$ cat config.mk
export PLATFORM = sky130hd
export DESIGN_NAME = posit_encoder
export DESIGN_NICKNAME = d
export VERILOG_FILES = /design/src/rtl/posit_encoder.sv
export SDC_FILE = /design/constraint.sdc
export NUM_CORES = 1
export LEC_CHECK = 0
export CORE_UTILIZATION = 55
export CTS_CLUSTER_DIAMETER = 200
export DETAILED_ROUTE_END_ITERATION = 6
export GPL_ROUTABILITY_DRIVEN = 0
export GPL_TIMING_DRIVEN = 0
export MAX_ROUTING_LAYER = met4
export PLACE_DENSITY = 0.8
export SLEW_MARGIN = 20
export SYNTH_ARGS = -nofsm -noshare
export SYNTH_HDL_FRONTEND = slang
export SYNTH_SLANG_ARGS = --single-unit
$ cat constraint.sdc
create_clock -name clk_i -period 4.75 [get_ports clk_i]
set_input_delay 0.95 -clock clk_i [delete_from_list [all_inputs] [get_ports clk_i]]
set_output_delay 0.95 -clock clk_i [all_outputs]
set_load 0.005 [all_outputs]
$ cat src/rtl/posit_encoder.sv
// Packs a decoded posit (sign, regime k, exponent, fraction, sticky, specials)
// into a WIDTH-bit posit with round-to-nearest-even and saturation; 2-stage pipeline.
module posit_encoder #(
    parameter int WIDTH  = 8,
    parameter int EXP    = 2,
    parameter int FRAC_W = 8
) (
    input  logic                     clk_i,
    input  logic                     rstn,
    input  logic                     vld_i,
    output logic                     rdy_o,
    input  logic                     sign_i,
    input  logic [$clog2(WIDTH):0]   regi_i,
    input  logic [EXP-1:0]           exp_i,
    input  logic [FRAC_W-1:0]        frac_i,
    input  logic                     sticky_i,
    input  logic                     zero_i,
    input  logic                     nar_i,
    output logic [WIDTH-1:0]         posit_o,
    output logic                     vld_o,
    input  logic                     rdy_i,
    output logic                     sat_o
);

    localparam int KW = $clog2(WIDTH) + 1;
    localparam int TW = EXP + FRAC_W;
    localparam int LW = WIDTH + TW;
    localparam int SW = $clog2(LW + 1);
    localparam logic [WIDTH-2:0] MAXPOS = '1;
    localparam logic [WIDTH-2:0] MINPOS = (WIDTH-1)'(1);

    logic w_en1, w_en2;
    logic r_vld_s1;

    assign w_en2 = ~vld_o | rdy_i;
    assign w_en1 = ~r_vld_s1 | w_en2;
    assign rdy_o = w_en1;

    // Stage 1: left-pack regime | exponent | fraction into one long bit string
    logic          w_k_neg;
    logic [KW-1:0] w_kabs;
    logic          w_ovf, w_unf;
    logic [SW-1:0] w_rlen;
    logic [LW-1:0] w_regime, w_tail, w_str;

    assign w_k_neg  = regi_i[KW-1];
    assign w_kabs   = w_k_neg ? (~regi_i + KW'(1)) : regi_i;
    assign w_ovf    = ~w_k_neg & (w_kabs > KW'(WIDTH-2));
    assign w_unf    = w_k_neg & (w_kabs > KW'(WIDTH-2));
    assign w_rlen   = w_k_neg ? (SW'(w_kabs) + SW'(1)) : (SW'(w_kabs) + SW'(2));
    assign w_regime = w_k_neg ? ({1'b1, {(LW-1){1'b0}}} >> w_kabs)
                              : ~({LW{1'b1}} >> (SW'(w_kabs) + SW'(1)));
    assign w_tail   = {exp_i, frac_i, {WIDTH{1'b0}}} >> w_rlen;
    assign w_str    = w_regime | w_tail;

    logic [WIDTH-2:0] r_mag;
    logic             r_guard, r_sticky, r_sign, r_zero, r_nar, r_ovf, r_unf;

    always_ff @(posedge clk_i or negedge rstn) begin
        if (!rstn) begin
            r_vld_s1 <= 1'b0;
            r_mag    <= '0;
            r_guard  <= 1'b0;
            r_sticky <= 1'b0;
            r_sign   <= 1'b0;
            r_zero   <= 1'b0;
            r_nar    <= 1'b0;
            r_ovf    <= 1'b0;
            r_unf    <= 1'b0;
        end else if (w_en1) begin
            r_vld_s1 <= vld_i;
            if (vld_i) begin
                r_mag    <= w_str[LW-1 -: WIDTH-1];
                r_guard  <= w_str[LW-WIDTH];
                r_sticky <= (|w_str[LW-WIDTH-1:0]) | sticky_i;
                r_sign   <= sign_i;
                r_zero   <= zero_i;
                r_nar    <= nar_i;
                r_ovf    <= w_ovf;
                r_unf    <= w_unf;
            end
        end
    end

    // Stage 2: round-to-nearest-even, then clamp; rounding up onto maxpos counts as saturation
    logic             w_inc, w_rnd_sat, w_sat;
    logic [WIDTH-1:0] w_sum, w_mag_ext, w_posit;
    logic [WIDTH-2:0] w_mag_fin;

    assign w_inc     = r_guard & (r_sticky | r_mag[0]);
    assign w_sum     = {1'b0, r_mag} + WIDTH'(w_inc);
    assign w_rnd_sat = w_inc & (w_sum[WIDTH-1] | (w_sum[WIDTH-2:0] == MAXPOS));

    always_comb begin
        w_sat     = 1'b0;
        w_mag_fin = w_sum[WIDTH-2:0];
        if (r_ovf) begin
            w_mag_fin = MAXPOS;
            w_sat     = 1'b1;
        end else if (r_unf) begin
            w_mag_fin = MINPOS;
            w_sat     = 1'b1;
        end else if (w_rnd_sat) begin
            w_mag_fin = MAXPOS;
            w_sat     = 1'b1;
        end else if (w_sum[WIDTH-2:0] == '0) begin
            w_mag_fin = MINPOS;
            w_sat     = 1'b1;
        end
        w_mag_ext = {1'b0, w_mag_fin};
        w_posit   = r_sign ? (~w_mag_ext + WIDTH'(1)) : w_mag_ext;
        if (r_nar) begin
            w_posit = {1'b1, {(WIDTH-1){1'b0}}};
            w_sat   = 1'b0;
        end else if (r_zero) begin
            w_posit = '0;
            w_sat   = 1'b0;
        end
    end

    always_ff @(posedge clk_i or negedge rstn) begin
        if (!rstn) begin
            vld_o   <= 1'b0;
            posit_o <= '0;
            sat_o   <= 1'b0;
        end else if (w_en2) begin
            vld_o <= r_vld_s1;
            if (r_vld_s1) begin
                posit_o <= w_posit;
                sat_o   <= w_sat;
            end
        end
    end

endmodule

# == Word level (Yosys, flattened, before mapping) ==
# Index checks and enable logic that the tools add are counted.
# word_totals
out_inout_bits,11
input_bits,22
ff_bits,25
word_cells,58
# op_classes
muxes,16
bitwise_logic,16
order_cmp,1
addsub,5
n_reduce_logical,4
eq_ne,1
shifts,3
# op_table
operator,n
$mux 7,4
$mux 8,3
$mux 18,1
$not 18->18,1
$or 18x18->18,1
$shr 18x4->18 const A,1
$shr 18x5->18,1
$shr 18x5->18 const A,1
$reduce_or 10->1,1
$add 7x1->8,1
$add 8x1->8 const B,1
$not 7->8,1
$eq 7x7->1 const B,1
$logic_not 7->1,1
$mux 1,6
$add 4x1->5 const B,1
$add 4x2->5 const B,1
$mux 5,1
$or 1x1->1,5
$add 4x1->4 const B,1
$and 1x1->1,4
$gt 4x3->1 const B,1
$mux 4,1
$not 4->4,1
2 further kinds,5

# == Longest topological paths before layout ==
# Gate-level depths: netlist (run 1).
# depth
ltp_word,14
mapped_depth,16
depth_no_buf,16

# == Least setup slack after synthesis (run 1) ==
# OpenSTA, ideal clock, no wires.
# synth_path
kind,input to register
from,input regi_i[3]
to,register r_sticky
path_slack_ps,1124
required_ps,4630
arrival_time_ps,3506
path_stages,13
cell_sequence,buf_6 > buf_6 > clkbuf_1 > clkbuf_1 > nand2_1 > nand2_1 > ha_1 > ha_1 > mux2_2 > clkbuf_1 > a211oi_1 > o2111ai_1 > a31o_1
# synth_between
elab_chain_len,10
word_cells_on_any_way,14
# synth_lines
element,line_no,text
start: declaration,13,"input logic [$clog2(WIDTH):0] regi_i,"
$not 4->4,47,assign w_kabs = w_k_neg ? (~regi_i + KW'(1)) : regi_i;
$add 4x1->4,47,
$mux 4,47,
$add 4x1->5,"50, 52",
$shr 18x5->18,52,: ~({LW{1'b1}} >> (SW'(w_kabs) + SW'(1)));
$not 18->18,52,
$mux 18,51,"assign w_regime = w_k_neg ? ({1'b1, {(LW-1){1'b0}}} >> w_kabs)"
$or 18x18->18 *,54,assign w_str = w_regime | w_tail;
$reduce_or 10->1 *,75,r_sticky <= (|w_str[LW-WIDTH-1:0]) | sticky_i;
$or 1x1->1 *,75,
end signal: assignment,75,
end: declaration,57,"logic r_guard, r_sticky, r_sign, r_zero, r_nar, r_ovf, r_unf;"
# Mark *: on every way between the ends. The rest lies on a longest branch, timed or not.
# A chain may end at the register's enable or synchronous reset.

# == Final worst setup path (run 1) ==
# layout_path
from,input regi_i[0]
to,register r_sticky
# layout_between
elab_chain_len,10
word_cells_on_any_way,14
# layout_lines
element,line_no
$not 4->4,47
$add 4x1->4,47
$mux 4 *,47
$add 4x1->5,"50, 52"
$shr 18x5->18,52
$not 18->18,52
$mux 18,51
$or 18x18->18 *,54
$reduce_or 10->1 *,75
$or 1x1->1 *,75
# Marked as above.

==> results of run 1 <==
## final cells by class
cell class,count,area [um^2]
Clock inverter,1,8.76
Sequential cell,25,626
Buffer,15,103
Timing Repair Buffer,31,308
Fill cell,367,1430
Inverter,18,67.6
Clock buffer,3,41.3
Multi-Input combinational cell,250,1740
Tap cell,52,65.1
## through the flow
step	hold WS, ns	total power, mW	utilization [%]
floorplan	0.457	0.584	-
global placement	0.458	0.713	66.2
detailed placement	0.473	0.724	66.2
CTS	0.500	0.860	67.3
global route	0.513	0.922	67.4
finish	0.494	0.858	67.4
## final timing paths
path                                    to  cells after the start  startpoint  slack (ns)
worst max-delay path              r_sticky                     15   regi_i[0]        0.55
worst min-delay path            posit_o[5]                      2  posit_o[5]        0.49
worst max register to register  posit_o[6]                     16    r_mag[0]        1.15
worst min register to register  posit_o[5]                      2  posit_o[5]        0.49
max in group asynchronous         r_mag[2]                      1        rstn        3.72
min in group asynchronous       posit_o[6]                      1        rstn        0.65
## layer usage
layer | track usage (%) | vias up | share of wire (%)
li1 | - | 1207 | -
met1 | 36.6 | 1167 | 46
met2 | 41.1 | 79 | 47
met3 | 1.74 | 14 | 4.0
met4 | 10.0 | 0 | 2.6
met5 | - | - | 0
## worst max-delay path, delay by kind of cell
| kind | cells | cell delay, ns |
|---|---|---|
| adder cells (fa/ha/maj) | 3 | 1.00 |
| buffers and inverters | 5 | 1.12 |
| AO/OA/AOI/OAI | 3 | 0.76 |
| multiplexers | 1 | 0.23 |
| AND/OR/NAND/NOR | 3 | 0.30 |
## logic make-up (layout without fill, tap and decap cells)
kind of cell / after synthesis / count (layout) / share of synthesized area, %
DFF: 25 / 25 / 24.8
buffers and inverters: 33 / 68 / 6.74
muxes: 19 / 19 / 8.62
adders and majority gates: 17 / 17 / 8.47
xor gates and xnor gates: 8 / 8 / 3.81
AOI/OAI and AO/OA: 99 / 99 / 26.4
and+or+nand+nor: 107 / 107 / 21.1
## cells in the final DEF, fill, tap and decap left out, types with 3 or more instances in the layout
| cell type | count |
|---|---|
| clkdlybuf4s50_1 | 29 |
| inv_1 | 18 |
| a31oi_1 | 6 |
| or3_1 | 4 |
| nor3_1 | 7 |
| o2111ai_1 | 3 |
| o21ai_0 | 23 |
| ha_1 | 16 |
| a311oi_1 | 3 |
| nor2_1 | 19 |
| a211oi_1 | 5 |
| nand2_1 | 41 |
| nand2b_1 | 7 |
| clkbuf_8 | 5 |
| mux2_2 | 12 |
| dfrtp_1 | 25 |
| mux2i_1 | 6 |
| a21oi_1 | 18 |
| o21a_1 | 3 |
| o211ai_1 | 3 |
| o22ai_1 | 7 |
| nor2b_1 | 6 |
| nand3_1 | 5 |
| a22oi_1 | 3 |
| clkbuf_1 | 9 |
| xor2_1 | 3 |
| buf_6 | 3 |
## power groups by stage
| stage | registers [mW] | clock network [mW] | logic [mW] |
|---|---|---|---|
| after floorplan | 0.283 | 0 | 0.301 |
| after global placement | 0.285 | 0 | 0.428 |
| after detailed placement | 0.288 | 0 | 0.436 |
| after CTS | 0.284 | 0.137 | 0.439 |
| after global routing | 0.290 | 0.145 | 0.487 |
| final | 0.283 | 0.134 | 0.440 |
==> impl_results.md, run 1 <==
* Count leader, synth: nand2_1
* Max FFs per register at 8
* Crit-path max cell delay at 0.37 ns
* Sink Count at 25
* Comb pwr share at 51.3%
* Peak supply drop at 0.136 mV
* Hpwl dp at 4900 um
* First-pass GRT wire length at 10300 um
* Slew headroom at 60.1%
* CTS buffer count at 3
* P_sw at 338 uW
* Synth area leader: dfrtp_1
* Switching fraction of total power at 39.5%
* Clock Tree Root: clkbuf_8
* Post-synth EDFFs at 0
* Clock skew at 0.0165 ns
* Layout cell share with drive strength beyond 1 at 11.4%
* Starting Density at 57.6%
* FMAX at 0.238 GHz
* Worst Path Class, Setup: in -> reg
* Chip height at 69.8 um
* Finish-stage setup viols at 0
* Area of the core at 4380 um^2
* Setup TNS Final at 0 ns
* Synth top cells by count: 41 x nand2_1, 25 x dfrtp_1, 23 x o21ai_0
* Top flop regs: posit_o (8), r_mag (7)
* Synth Instances at 308
* # IOs at 33
* Synth Flop Type: dfrtp_1
* Sequential power share at 33.0%
* Sequential area share after synthesis at 24.8%
* Post-Syn Area per Cell at 8.20 um^2
* Reported max-cap violation count at 0
* Initial antenna violation count at 0
* DIE AREA at 4870 um^2
* Final Non-Filler Cells at 395
* Clk slew on worst S/H paths at 0.10 ns
* CTS H-Tree Depth at 1
* Leakage power at 1.24 nW
* Setup repair bufs after CTS at 0
* Vias/cell at 6.25
* Total Routed Length at 6100 um
* GR Util All Layers at 26.6%
* Clk network pwr share at 15.6%
* Final hold viol count at 0
* Residual DRC at 0
* Status: finished clean
* Min-Delay Path Class: reg -> reg
* Int Pwr at 519 uW
* Crit path cell chain: dlymetal6s2s_1 > buf_6 > buf_4 > inv_1 > ha_1 > nand2_1 > nand2_1 > ha_1 > ha_1 > mux2_2 > clkbuf_1 > nor3_1 > a211oi_1 > o2111ai_1 > a31o_1
* Overflow after GRT at 0
* Slowest-stage cell, CP: ha_1
* Vias post-DR at 2467
* Fin. max-slew vios at 0
* Synth area leaders: dfrtp_1 25%, ha_1 7.9%, nand2_1 6.1%
* Area Growth Syn to Fin at 17.0%
* Clock Latency Late Sink at 0.28 ns
* FFs w/ async S/R, synth at 100%
* CP Launch Type: primary input
* Design Area, Final at 2960 um^2
* RSZ-0062 raised after global routing: false
* Post-CTS sizing at 0
* Nets at 382
* Syn_nets at 346
* Post-synth top area share at 24.8%
* TritonCTS clock tree: built
* Crit path DAT at 4.36 ns
* Final antenna-violating net count at 0
* Flops & latches, synth at 25
* Post-Syn Area at 2530 um^2
* Min Tclk post-route at 4.20 ns
* Dpl cell area at 2900 um^2
* CTS Hold Buffers Added at 0
* Worst-Margin Slew at 0.593 ns
* Pre-CTS setup slack at -0.103 ns
* Largest net degree at the start of global routing at 26
* Final setup margin at 0.547 ns
* Diodes inserted at 0
* WL per Instance at 15.4 um
* Ys Warns at 0
* Iteration count of the initial detailed-routing pass at 4
* Input/output buffers at 31
* Die width at 69.8 um
* CP Capture Type: register
* Worst path required time at 4.91 ns
* Tcrit/Tclk final at 88.5%
* Vias in the first global route at 2217
* Cell Pwr Density at 290 nW/um^2
* Initial drt markers at 204
* Num rows at 24
* Unique cell type count in the Yosys netlist at 64
* Most frequent cell on the critical path: ha_1
* Crit path max fanout at 10
* Largest Register: posit_o
* Max Root-Sink Buffers at 2
* Cell count after placement at 391
Note: power is estimated with default switching activity, not from simulation.
==> inputs of run 2 (changes only) <==
CAP_MARGIN = 20   (was not set)
==> results of run 2 <==
The final DEF is identical to that of run 1; final timing and power are the same.
==> inputs of run 3 (changes only) <==
MAX_ROUTING_LAYER = not set   (was met4)
SLEW_MARGIN = not set   (was 20)
==> run 3 against run 2 <==
Worst hold slack better by 0.0019 ns. Register-to-register slack worse by 0.02 ns. Sequential cell count unchanged. Final cell count increased by 0.25%. Clock skew increased by 0.00054 ns. Via count shrank 0.20%. Sequential share of layout area fell by 0.23 points. Cell area increased by 1.1%. First-iteration DRC count down 14%. Wire length up 1.1%. Worst setup slack lost 0.0029 ns. Highest routed layer unchanged.
==> impl_results.md, run 3 (synthesized netlist as in run 1, its figures left out) <==
* Slew headroom at 60.5%
* Chip height at 69.8 um
* CP Depth at 15
* FMAX at 0.238 GHz
* Comb pwr share at 51.6%
* Peak supply drop at 0.137 mV
* Hpwl dp at 4900 um
* Initial antenna violation count at 0
* Diodes inserted at 0
* Total Routed Length at 6160 um
* Sequential power share at 32.9%
* Crit path DAT at 4.37 ns
* Clk slew on worst S/H paths at 0.10 ns
* CTS H-Tree Depth at 1
* Int Pwr at 522 uW
* Largest net degree at the start of global routing at 26
* Setup repair bufs after CTS at 0
* Fillers at 363
* Setup crit start: regi_i[0]
* GR Util All Layers at 25.8%
* Clock Latency Late Sink at 0.28 ns
* TritonCTS clock tree: built
* Overflow after GRT at 0
* Fin. max-slew vios at 0
* Finish-stage setup viols at 0
* Most frequent cell on the critical path: ha_1
* Worst-Margin Slew at 0.588 ns
* CP Launch Type: primary input
* WL per Instance at 15.6 um
* Num rows at 24
* Leakage power at 1.25 nW
* Commonest non-fill, non-tap cells in the layout: 41 x nand2_1, 30 x clkdlybuf4s50_1, 25 x dfrtp_1, 23 x o21ai_0, 19 x nor2_1
* P_sw at 341 uW
* Vias in the first global route at 2214
* Largest Register: posit_o
* Area of the core at 4380 um^2
* Min Tclk post-route at 4.21 ns
* Final antenna-violating net count at 0
* Iteration count of the initial detailed-routing pass at 4
* Sink Count at 25
* Status: finished clean
* Reported max-cap violation count at 0
* Worst Path Class, Setup: in -> reg
* R2R cell count at 16
* Top flop regs: posit_o (8), r_mag (7)
* WHS Path Cells at 2
* Total power draw at 863 uW
* Max FFs per register at 8
* Crit-path max cell delay at 0.37 ns
* Vias post-DR at 2462
* Vias/cell at 6.22
* Residual DRC at 0
* CTS buffer count at 3
* RSZ-0062 raised after global routing: false
* Cell Pwr Density at 289 nW/um^2
* CP top delay family: buffers and inverters
* Initial drt markers at 175
* Hold Crit Start: posit_o[7]
* Starting Density at 57.6%
* First-pass GRT wire length at 10300 um
* CP Capture Type: register
* Input/output buffers at 31
* Crit path cell chain: dlymetal6s2s_1 > buf_6 > buf_4 > inv_1 > ha_1 > nand2_1 > nand2_1 > ha_1 > ha_1 > mux2_2 > clkbuf_1 > nor3_1 > a211oi_1 > o2111ai_1 > a31o_1
* Layout cell share with drive strength beyond 1 at 11.3%
* Max Root-Sink Buffers at 2
* Layout Utilization at 68.2%
* Nets at 383
* Buf+Inv Stages, Crit Path at 5
* Area Growth Syn to Fin at 18.3%
* CTS Hold Buffers Added at 0
* Worst path required time at 4.91 ns
* Min-Delay Path Class: reg -> reg
* # IOs at 33
* Clk network pwr share at 15.6%
* Final hold viol count at 0
* Switching fraction of total power at 39.5%
* Crit path max fanout at 10
* Tcrit/Tclk final at 88.5%
* Slowest-stage cell, CP: ha_1
* Clock Tree Root: clkbuf_8
* Die width at 69.8 um
* DIE AREA at 4870 um^2
* Most common cell after layout, fill and taps aside: nand2_1
* Post-CTS sizing at 0
* Clock skew at 0.0170 ns
* Worst r2r src: r_mag[0]
## run 3: changes by cell type in the layout (fill, tap and decap cells not counted)
cell | before | now
buf_2 | 1 | 0
clkdlybuf4s50_1 | 29 | 30
buf_16 | 0 | 1
## run 3: power by group through the flow
| stage | clock network, mW | logic, mW | registers [mW] |
|---|---|---|---|
| final | 0.134 | 0.445 | 0.283 |
| after detailed placement | 0 | 0.436 | 0.288 |
| after CTS | 0.137 | 0.439 | 0.284 |
| after global placement | 0 | 0.428 | 0.285 |
| after global routing | 0.146 | 0.491 | 0.290 |
| after floorplan | 0 | 0.301 | 0.283 |
## run 3: worst paths after layout
path | endpoint | slack, ns
min | posit_o[7] | 0.50
max in group asynchronous | r_mag[2] | 3.26
max reg2reg | posit_o[6] | 1.13
min reg2reg | posit_o[7] | 0.50
min in group asynchronous | posit_o[6] | 1.00
max | r_sticky | 0.54
## run 3: metal layers
metal,track usage [%],wire length [um],vias up
li1,-,-,1207
met3,1.74,249,14
met4,10.0,161,0
met2,41.1,2880,83
met5,0,0,-
met1,36.6,2870,1158
## run 3: area by class of cell
class | instances | area [um^2] | share of cell area, %
buffer | 15 | 103 | 3.43
clock buffer | 3 | 41.3 | 1.38
clock inverter | 1 | 8.76 | 0.293
inverter | 18 | 67.6 | 2.26
multi-input combinational | 250 | 1740 | 58.1
sequential | 25 | 626 | 20.9
tap | 52 | 65.1 | 2.18
timing repair buffer | 32 | 340 | 11.4
## run 3: worst reg2reg max path, stage by stage, from the launching register on
cell       delay (ns)
dfrtp_1          0.42
o21ai_0          0.30
inv_1            0.09
ha_1             0.23
ha_1             0.27
xor2_2           0.20
and3_1           0.21
maj3_4           0.35
nand2_1          0.17
nand4b_1         0.14
inv_1            0.08
ha_1             0.15
nand2_1          0.08
a221oi_2         0.29
o2111ai_1        0.16
a221oi_1         0.27
o41ai_1          0.12
## run 3: metrics by stage
stage	setup WS, ns	std cells	hold slack (ns)	TNS [ns]	area (um^2)
after detailed placement	-0.103	391	0.473	-0.225	2900
after floorplan	1.12	308	0.457	0	2530
after global routing	0.377	396	0.513	0	2990
final	0.544	396	0.496	0	2990
after CTS	0.175	395	0.500	0	2950
after global placement	-0.0788	391	0.458	-0.118	2900
